### config.mk
export PLATFORM = sky130hd
export DESIGN_NAME = matmul_sequencer_flat
export DESIGN_NICKNAME = d
export VERILOG_FILES = /design/src/rtl/matmul_sequencer_if.sv /design/src/rtl/matmul_sequencer.sv /design/src/flat_wrapper.sv
export SDC_FILE = /design/constraint.sdc
export NUM_CORES = 1
export LEC_CHECK = 0
export BUFFER_PORTS_ARGS = -buffer_cell sky130_fd_sc_hd__buf_2
export CAP_MARGIN = 25
export CORE_ASPECT_RATIO = 1.25
export CORE_MARGIN = 2
export CORE_UTILIZATION = 40
export CTS_BUF_LIST = sky130_fd_sc_hd__clkbuf_2 sky130_fd_sc_hd__clkbuf_4 sky130_fd_sc_hd__clkbuf_8
export DETAILED_ROUTE_END_ITERATION = 6
export GPL_TIMING_DRIVEN = 0
export PLACE_DENSITY = 0.6
export SYNTH_ARGS = -nofsm -noshare
export SYNTH_HDL_FRONTEND = slang
export SYNTH_SLANG_ARGS = --single-unit
### constraint.sdc
create_clock -name clock -period 1.9 [get_ports clock]
set_input_delay 0.095 -clock clock [delete_from_list [all_inputs] [get_ports clock]]
set_output_delay 0.095 -clock clock [all_outputs]
set_load 0.02 [all_outputs]
### src/rtl/matmul_sequencer_if.sv
// Operand/result/status bundle between the MAC sequencer and its datapath.
interface matmul_sequencer_if #(
  parameter int ADDR_W = 8
) ();
  logic              start;
  logic              stall;
  logic [ADDR_W-1:0] a_addr;
  logic [ADDR_W-1:0] b_addr;
  logic              rd_en;
  logic              acc_en;
  logic              acc_first;
  logic [ADDR_W-1:0] c_addr;
  logic              c_we;
  logic              busy;
  logic              done;
  logic [1:0]        status;

  modport master (
    output start, stall,
    input  a_addr, b_addr, rd_en, acc_en, acc_first, c_addr, c_we, busy, done, status
  );

  modport slave (
    input  start, stall,
    output a_addr, b_addr, rd_en, acc_en, acc_first, c_addr, c_we, busy, done, status
  );
endinterface

### src/rtl/matmul_sequencer.sv
// Walks every C[i][j] of an NxN product: issues A/B reads for k=0..N-1,
// steers the accumulator one cycle behind the reads, then writes the element.
module matmul_sequencer #(
  parameter int N      = 4,
  parameter int IDX_W  = 4,
  parameter int ADDR_W = 8
) (
  input  logic               clock,
  input  logic               reset_n,
  matmul_sequencer_if.slave  bus
);

  typedef enum logic [2:0] {S_IDLE, S_RUN, S_DRAIN, S_WRITE, S_DONE} state_e;

  localparam logic [IDX_W-1:0] LAST = IDX_W'(N - 1);

  state_e            state_q, state_d;
  logic [IDX_W-1:0]  i_q, i_d, j_q, j_d, k_q, k_d;
  logic [ADDR_W-1:0] a_addr_q, a_addr_d, b_addr_q, b_addr_d, c_addr_q, c_addr_d;
  logic              rd_en_q, rd_en_d, rd_first_q, rd_first_d;
  logic              acc_en_q, acc_en_d, acc_first_q, acc_first_d;
  logic              c_we_q, c_we_d, busy_q, busy_d, done_q, done_d;
  logic [1:0]        status_q, status_d;

  function automatic logic [ADDR_W-1:0] idx(input logic [IDX_W-1:0] row,
                                            input logic [IDX_W-1:0] col);
    return ADDR_W'(row) * ADDR_W'(N) + ADDR_W'(col);
  endfunction

  always_ff @(posedge clock or negedge reset_n) begin
    if (!reset_n) begin
      state_q     <= S_IDLE;
      i_q         <= '0;
      j_q         <= '0;
      k_q         <= '0;
      a_addr_q    <= '0;
      b_addr_q    <= '0;
      c_addr_q    <= '0;
      rd_en_q     <= 1'b0;
      rd_first_q  <= 1'b0;
      acc_en_q    <= 1'b0;
      acc_first_q <= 1'b0;
      c_we_q      <= 1'b0;
      busy_q      <= 1'b0;
      done_q      <= 1'b0;
      status_q    <= 2'b00;
    end else begin
      state_q     <= state_d;
      i_q         <= i_d;
      j_q         <= j_d;
      k_q         <= k_d;
      a_addr_q    <= a_addr_d;
      b_addr_q    <= b_addr_d;
      c_addr_q    <= c_addr_d;
      rd_en_q     <= rd_en_d;
      rd_first_q  <= rd_first_d;
      acc_en_q    <= acc_en_d;
      acc_first_q <= acc_first_d;
      c_we_q      <= c_we_d;
      busy_q      <= busy_d;
      done_q      <= done_d;
      status_q    <= status_d;
    end
  end

  // Outputs are registered from the current state, so each strobe appears one
  // cycle after the state that decided it; c_we thus lands after the last acc_en.
  always_comb begin
    state_d     = state_q;
    i_d         = i_q;
    j_d         = j_q;
    k_d         = k_q;
    a_addr_d    = a_addr_q;
    b_addr_d    = b_addr_q;
    c_addr_d    = c_addr_q;
    rd_en_d     = 1'b0;
    rd_first_d  = 1'b0;
    acc_en_d    = rd_en_q;
    acc_first_d = rd_first_q;
    c_we_d      = 1'b0;

    case (state_q)
      S_IDLE, S_DONE: begin
        if (bus.start) begin
          state_d = S_RUN;
          i_d     = '0;
          j_d     = '0;
          k_d     = '0;
        end
      end
      S_RUN: begin
        if (!bus.stall) begin
          rd_en_d    = 1'b1;
          rd_first_d = (k_q == '0);
          a_addr_d   = idx(i_q, k_q);
          b_addr_d   = idx(k_q, j_q);
          if (k_q == LAST) state_d = S_DRAIN;
          else             k_d     = k_q + 1'b1;
        end
      end
      S_DRAIN: state_d = S_WRITE;
      S_WRITE: begin
        c_we_d   = 1'b1;
        c_addr_d = idx(i_q, j_q);
        k_d      = '0;
        if (j_q != LAST) begin
          j_d     = j_q + 1'b1;
          state_d = S_RUN;
        end else if (i_q != LAST) begin
          j_d     = '0;
          i_d     = i_q + 1'b1;
          state_d = S_RUN;
        end else begin
          state_d = S_DONE;
        end
      end
      default: state_d = S_IDLE;
    endcase

    busy_d = (state_d == S_RUN) || (state_d == S_DRAIN) || (state_d == S_WRITE);
    done_d = (state_d == S_DONE) && (state_q != S_DONE);
    case (state_d)
      S_IDLE:  status_d = 2'b00;
      S_DONE:  status_d = 2'b11;
      default: status_d = 2'b01;
    endcase
  end

  assign bus.a_addr    = a_addr_q;
  assign bus.b_addr    = b_addr_q;
  assign bus.rd_en     = rd_en_q;
  assign bus.acc_en    = acc_en_q;
  assign bus.acc_first = acc_first_q;
  assign bus.c_addr    = c_addr_q;
  assign bus.c_we      = c_we_q;
  assign bus.busy      = busy_q;
  assign bus.done      = done_q;
  assign bus.status    = status_q;

endmodule

### src/flat_wrapper.sv
// flat-port wrapper written by rule: the top's interface ports become plain ports
module matmul_sequencer_flat 
#(
  parameter int N      = 4,
  parameter int IDX_W  = 4,
  parameter int ADDR_W = 8
)
  (clock, reset_n, bus_start, bus_stall, bus_a_addr, bus_b_addr, bus_rd_en, bus_acc_en, bus_acc_first, bus_c_addr, bus_c_we, bus_busy, bus_done, bus_status);
  matmul_sequencer_if #(.ADDR_W(ADDR_W)) bus_i ();
  input  logic clock;
  input  logic reset_n;
  input wire logic [$bits(bus_i.start)-1:0] bus_start;
  input wire logic [$bits(bus_i.stall)-1:0] bus_stall;
  output wire logic [$bits(bus_i.a_addr)-1:0] bus_a_addr;
  output wire logic [$bits(bus_i.b_addr)-1:0] bus_b_addr;
  output wire logic [$bits(bus_i.rd_en)-1:0] bus_rd_en;
  output wire logic [$bits(bus_i.acc_en)-1:0] bus_acc_en;
  output wire logic [$bits(bus_i.acc_first)-1:0] bus_acc_first;
  output wire logic [$bits(bus_i.c_addr)-1:0] bus_c_addr;
  output wire logic [$bits(bus_i.c_we)-1:0] bus_c_we;
  output wire logic [$bits(bus_i.busy)-1:0] bus_busy;
  output wire logic [$bits(bus_i.done)-1:0] bus_done;
  output wire logic [$bits(bus_i.status)-1:0] bus_status;
  assign bus_i.start = bus_start;
  assign bus_i.stall = bus_stall;
  assign bus_a_addr = bus_i.a_addr;
  assign bus_b_addr = bus_i.b_addr;
  assign bus_rd_en = bus_i.rd_en;
  assign bus_acc_en = bus_i.acc_en;
  assign bus_acc_first = bus_i.acc_first;
  assign bus_c_addr = bus_i.c_addr;
  assign bus_c_we = bus_i.c_we;
  assign bus_busy = bus_i.busy;
  assign bus_done = bus_i.done;
  assign bus_status = bus_i.status;
  matmul_sequencer #(.N(N), .IDX_W(IDX_W), .ADDR_W(ADDR_W)) u_core (.clock(clock), .reset_n(reset_n), .bus(bus_i));
endmodule
==> implementation parameters <==
Parameter                              Value

Floorplanning
  I/O pin cnt    36
  Total Die Area    6170 um2
  Initial standard-cell utilization of the core    41.1%
  Standard cell core area    5410 um2
  Die height    87.3 um
  Die Span X    70.6 um
  Cell row count    30

Global routing
  Grt total ovfl    0
  Number of antenna violations at the first check in global routing    0
  Number of global-route vias before repair    1632
  First-pass GRT wire length    7530 um
  GR Util All Layers    15.5%
  Largest net degree at the start of global routing    46

Worst setup path
  Cell family with most CP delay    simple AND/OR/NAND/NOR gates
  Worst-path fanout max    9
  Crit-path max cell delay    0.74 ns
  Sequence of cells on the critical path    buf_6 > nor3b_1 > a21oi_1 > o21ai_0 > o31ai_1
  CP arrival    1.95 ns
  Reg-to-reg setup timing slack    0.12 ns
  Cell with the largest stage delay on the worst path    nor3b_1
  Element type at the critical path start    flip-flop
  Classification of the worst setup path    reg2reg
  Worst Setup End Kind    flip-flop
  Number of buffer and inverter instances along the worst setup path    1
  Required time of the critical path    2.07 ns

Cells and area
  Fillers    about 520
  Share of layout cells above drive strength 1    22.3%
  Area Overhead vs Synth    16.9%
  Antenna diodes    0
  Net total in the final layout    282
  Finished Cell Area    between 2000 and 3000 um2

Yosys
  Number of synthesized register bits    45
  Area share of the largest cell type after synthesis    50.7%
  Post-synth ARST share    100%
  Count of synthesis-stage warnings from yosys    0
  Number of distinct library cell variants in the gate-level netlist after synthesis    between 40 and 50
  Post-synthesis cell type with the largest combined area    dfrtp_1
  Cell count after synthesis    roughly 220
  Syn_area_per_cell    10.0 um2
  Top post-synthesis cells by count    dfrtp_1, nand2_1, o21ai_0, inv_1
  Cells taking the most area after synthesis    dfrtp_1, nand2_1, ha_1
  Primary FF master, synth    dfrtp_1
  Portion of the post-synthesis area used by sequential elements    50.7%
  Post-synth EDFFs    0
  Post-synthesis instance area    2220 um2

Power and ir drop
  Share of power burned in the clock network    19.3%
  Peak VDD IR    approximately 0.36 mV
  Net switching power    1.23 mW
  Internal power    1.95 mW
  Flop pwr share    44.1%
  Proportion of power drawn by combinational gates    36.6%
  Pwr Total    between 3 and 4 mW
  Power Density    1220 nW/um2
  Standby leakage power    1.29 nW
  Switching share of power    38.6%

Placement
  DP Wirelength    a little over 3000 um
  Placement Cell Area    around 2500 um2
  Port bufs    32
  Final weighted congestion in routability-driven placement    roughly 0.8

Timing
  Number of hold violations in the final report    0
  Final setup skew    0.00633 ns
  Rel. slew slack    38.6%
  Total Neg Setup Slack    0 ns
  Crit share post-route    a little over nine tenths
  Final critical-path required period    around 1.8 ns
  Final setup viols    0
  Slew at the pin closest to its max-slew limit    0.919 ns
  Unrepaired setup endpoints after global routing    false
  Max-slew violation count    0
  Highest attainable clock frequency    562 MHz

CTS
  Largest buffer count on any clock path    2
  CTS Root Cell    clkbuf_8
  Postcts setup bufs    0
  Sink Count    45
  TritonCTS clock tree    done
  Clock H-tree levels    2
  Worst-skew pair later-pin latency    approximately 0.30 ns
  Num CTS Buffers    5
  Clock transition at the registers of the reported paths    0.08 ns

Routing
  Post-DR wirelength/cell    roughly 13 um
  Detailed-router iteration count before antenna repair    4
  Number of vias in the routed layout    1624
  ANT nets after route    0
  Total wire length after detailed routing    4350 um
  DRC    0
  Via density per instance    4.94
  Detailed Route Iter0 Violations    74

Hold path
  Path class of the lowest-slack min-delay path    in2reg

Run
  Max Cap Violations    0

Status
  Result of the run    finished, final reports clean
-- layout by cell type (no fill, tap or decap), drive strengths merged, types with 4 or more instances in the layout --
master,count
clkbuf,9
dfrtp,45
nand2,45
o31ai,7
a21oi,8
buf,45
inv,13
xor2,4
ha,10
nor2b,4
o21ai,18
nor2,10
nand3,7
-- metrics by stage --
stage               util, %  std cells  setup WS [ns]  hold WS (ns)
floorplan                 -        224          0.433        -0.201
global placement       45.7        320          0.171         0.315
detailed placement     45.7        320          0.182         0.322
CTS                    47.3        327          0.149       0.00283
global route           48.0        329         0.0198         0.109
finish                 48.0        329          0.120        0.0890
-- tightest hold or removal path: cells and delay by family --
kind                   cells  cell delay (ns)
buffers and inverters      1             0.10
multiplexers               1             0.11
AND/OR/NAND/NOR            1             0.04
-- power groups by stage --
| stage | Clock [mW] | Sequential, mW | Combinational [mW] |
|---|---|---|---|
| 2_1_floorplan | 0 | 1.60 | 0.614 |
| 3_3_place_gp | 0 | 1.41 | 1.16 |
| 3_5_place_dp | 0 | 1.42 | 1.17 |
| 4_1_cts | 0.626 | 1.40 | 1.18 |
| 5_1_grt | 0.680 | 1.44 | 1.32 |
| 6_report | 0.612 | 1.40 | 1.16 |
-- kinds of logic after synthesis --
logic type	share of synthesized area [%]
and+or+nand+nor	18.9
DFF	50.7
AOI/OAI and AO/OA	11.6
buffers and inverters	6.70
adders and majority gates	8.34
xor gates and xnor gates	2.76
muxes	0.901
other	0.169
-- repair_timing --
item / 4_1_cts / 5_1_grt
gates resized for setup: 0 / 0
hold buffers: 0 / 1
endpoints found under the hold margin: 0 / 20
-- flip-flops by register name (all words and copies together), names as in the netlist, 2 cells and up --
signal	count
u_core.bus.status	2
u_core.i_q	4
u_core.bus.a_addr	7
u_core.state_q	3
u_core.bus.c_addr	7
u_core.k_q	4
u_core.j_q	4
u_core.bus.b_addr	7
-- cell type report --
type                       count  area (um2)  share of cell area (%)
multi-input combinational    152         953                    36.7
buffer                        14         100                    3.86
tap                           64        80.1                    3.08
clock buffer                   7        90.1                    3.47
timing repair buffer          34         198                    7.61
inverter                      13        48.8                    1.88
sequential                    45        1130                    43.4
-- worst paths after layout --
path                                     from              endpoint  cells past startpoint
setup / recovery            u_core.state_q[0]         u_core.i_q[0]                      5
hold / removal                      bus_start  u_core.bus.status[0]                      3
setup reg to reg            u_core.state_q[0]         u_core.i_q[0]                      5
hold reg to reg            u_core.acc_first_d  u_core.bus.acc_first                      0
max in group asynchronous             reset_n         u_core.k_q[3]                      3
min in group asynchronous             reset_n  u_core.bus.c_addr[3]                      2
-- metal layers --
metal	global-route usage, %	wire [um]
met4	5.83	65
met2	26.5	2170
met5	0	0
met3	3.01	154
met1	19.5	1960
No activity file was read; power rests on OpenSTA's default activity.
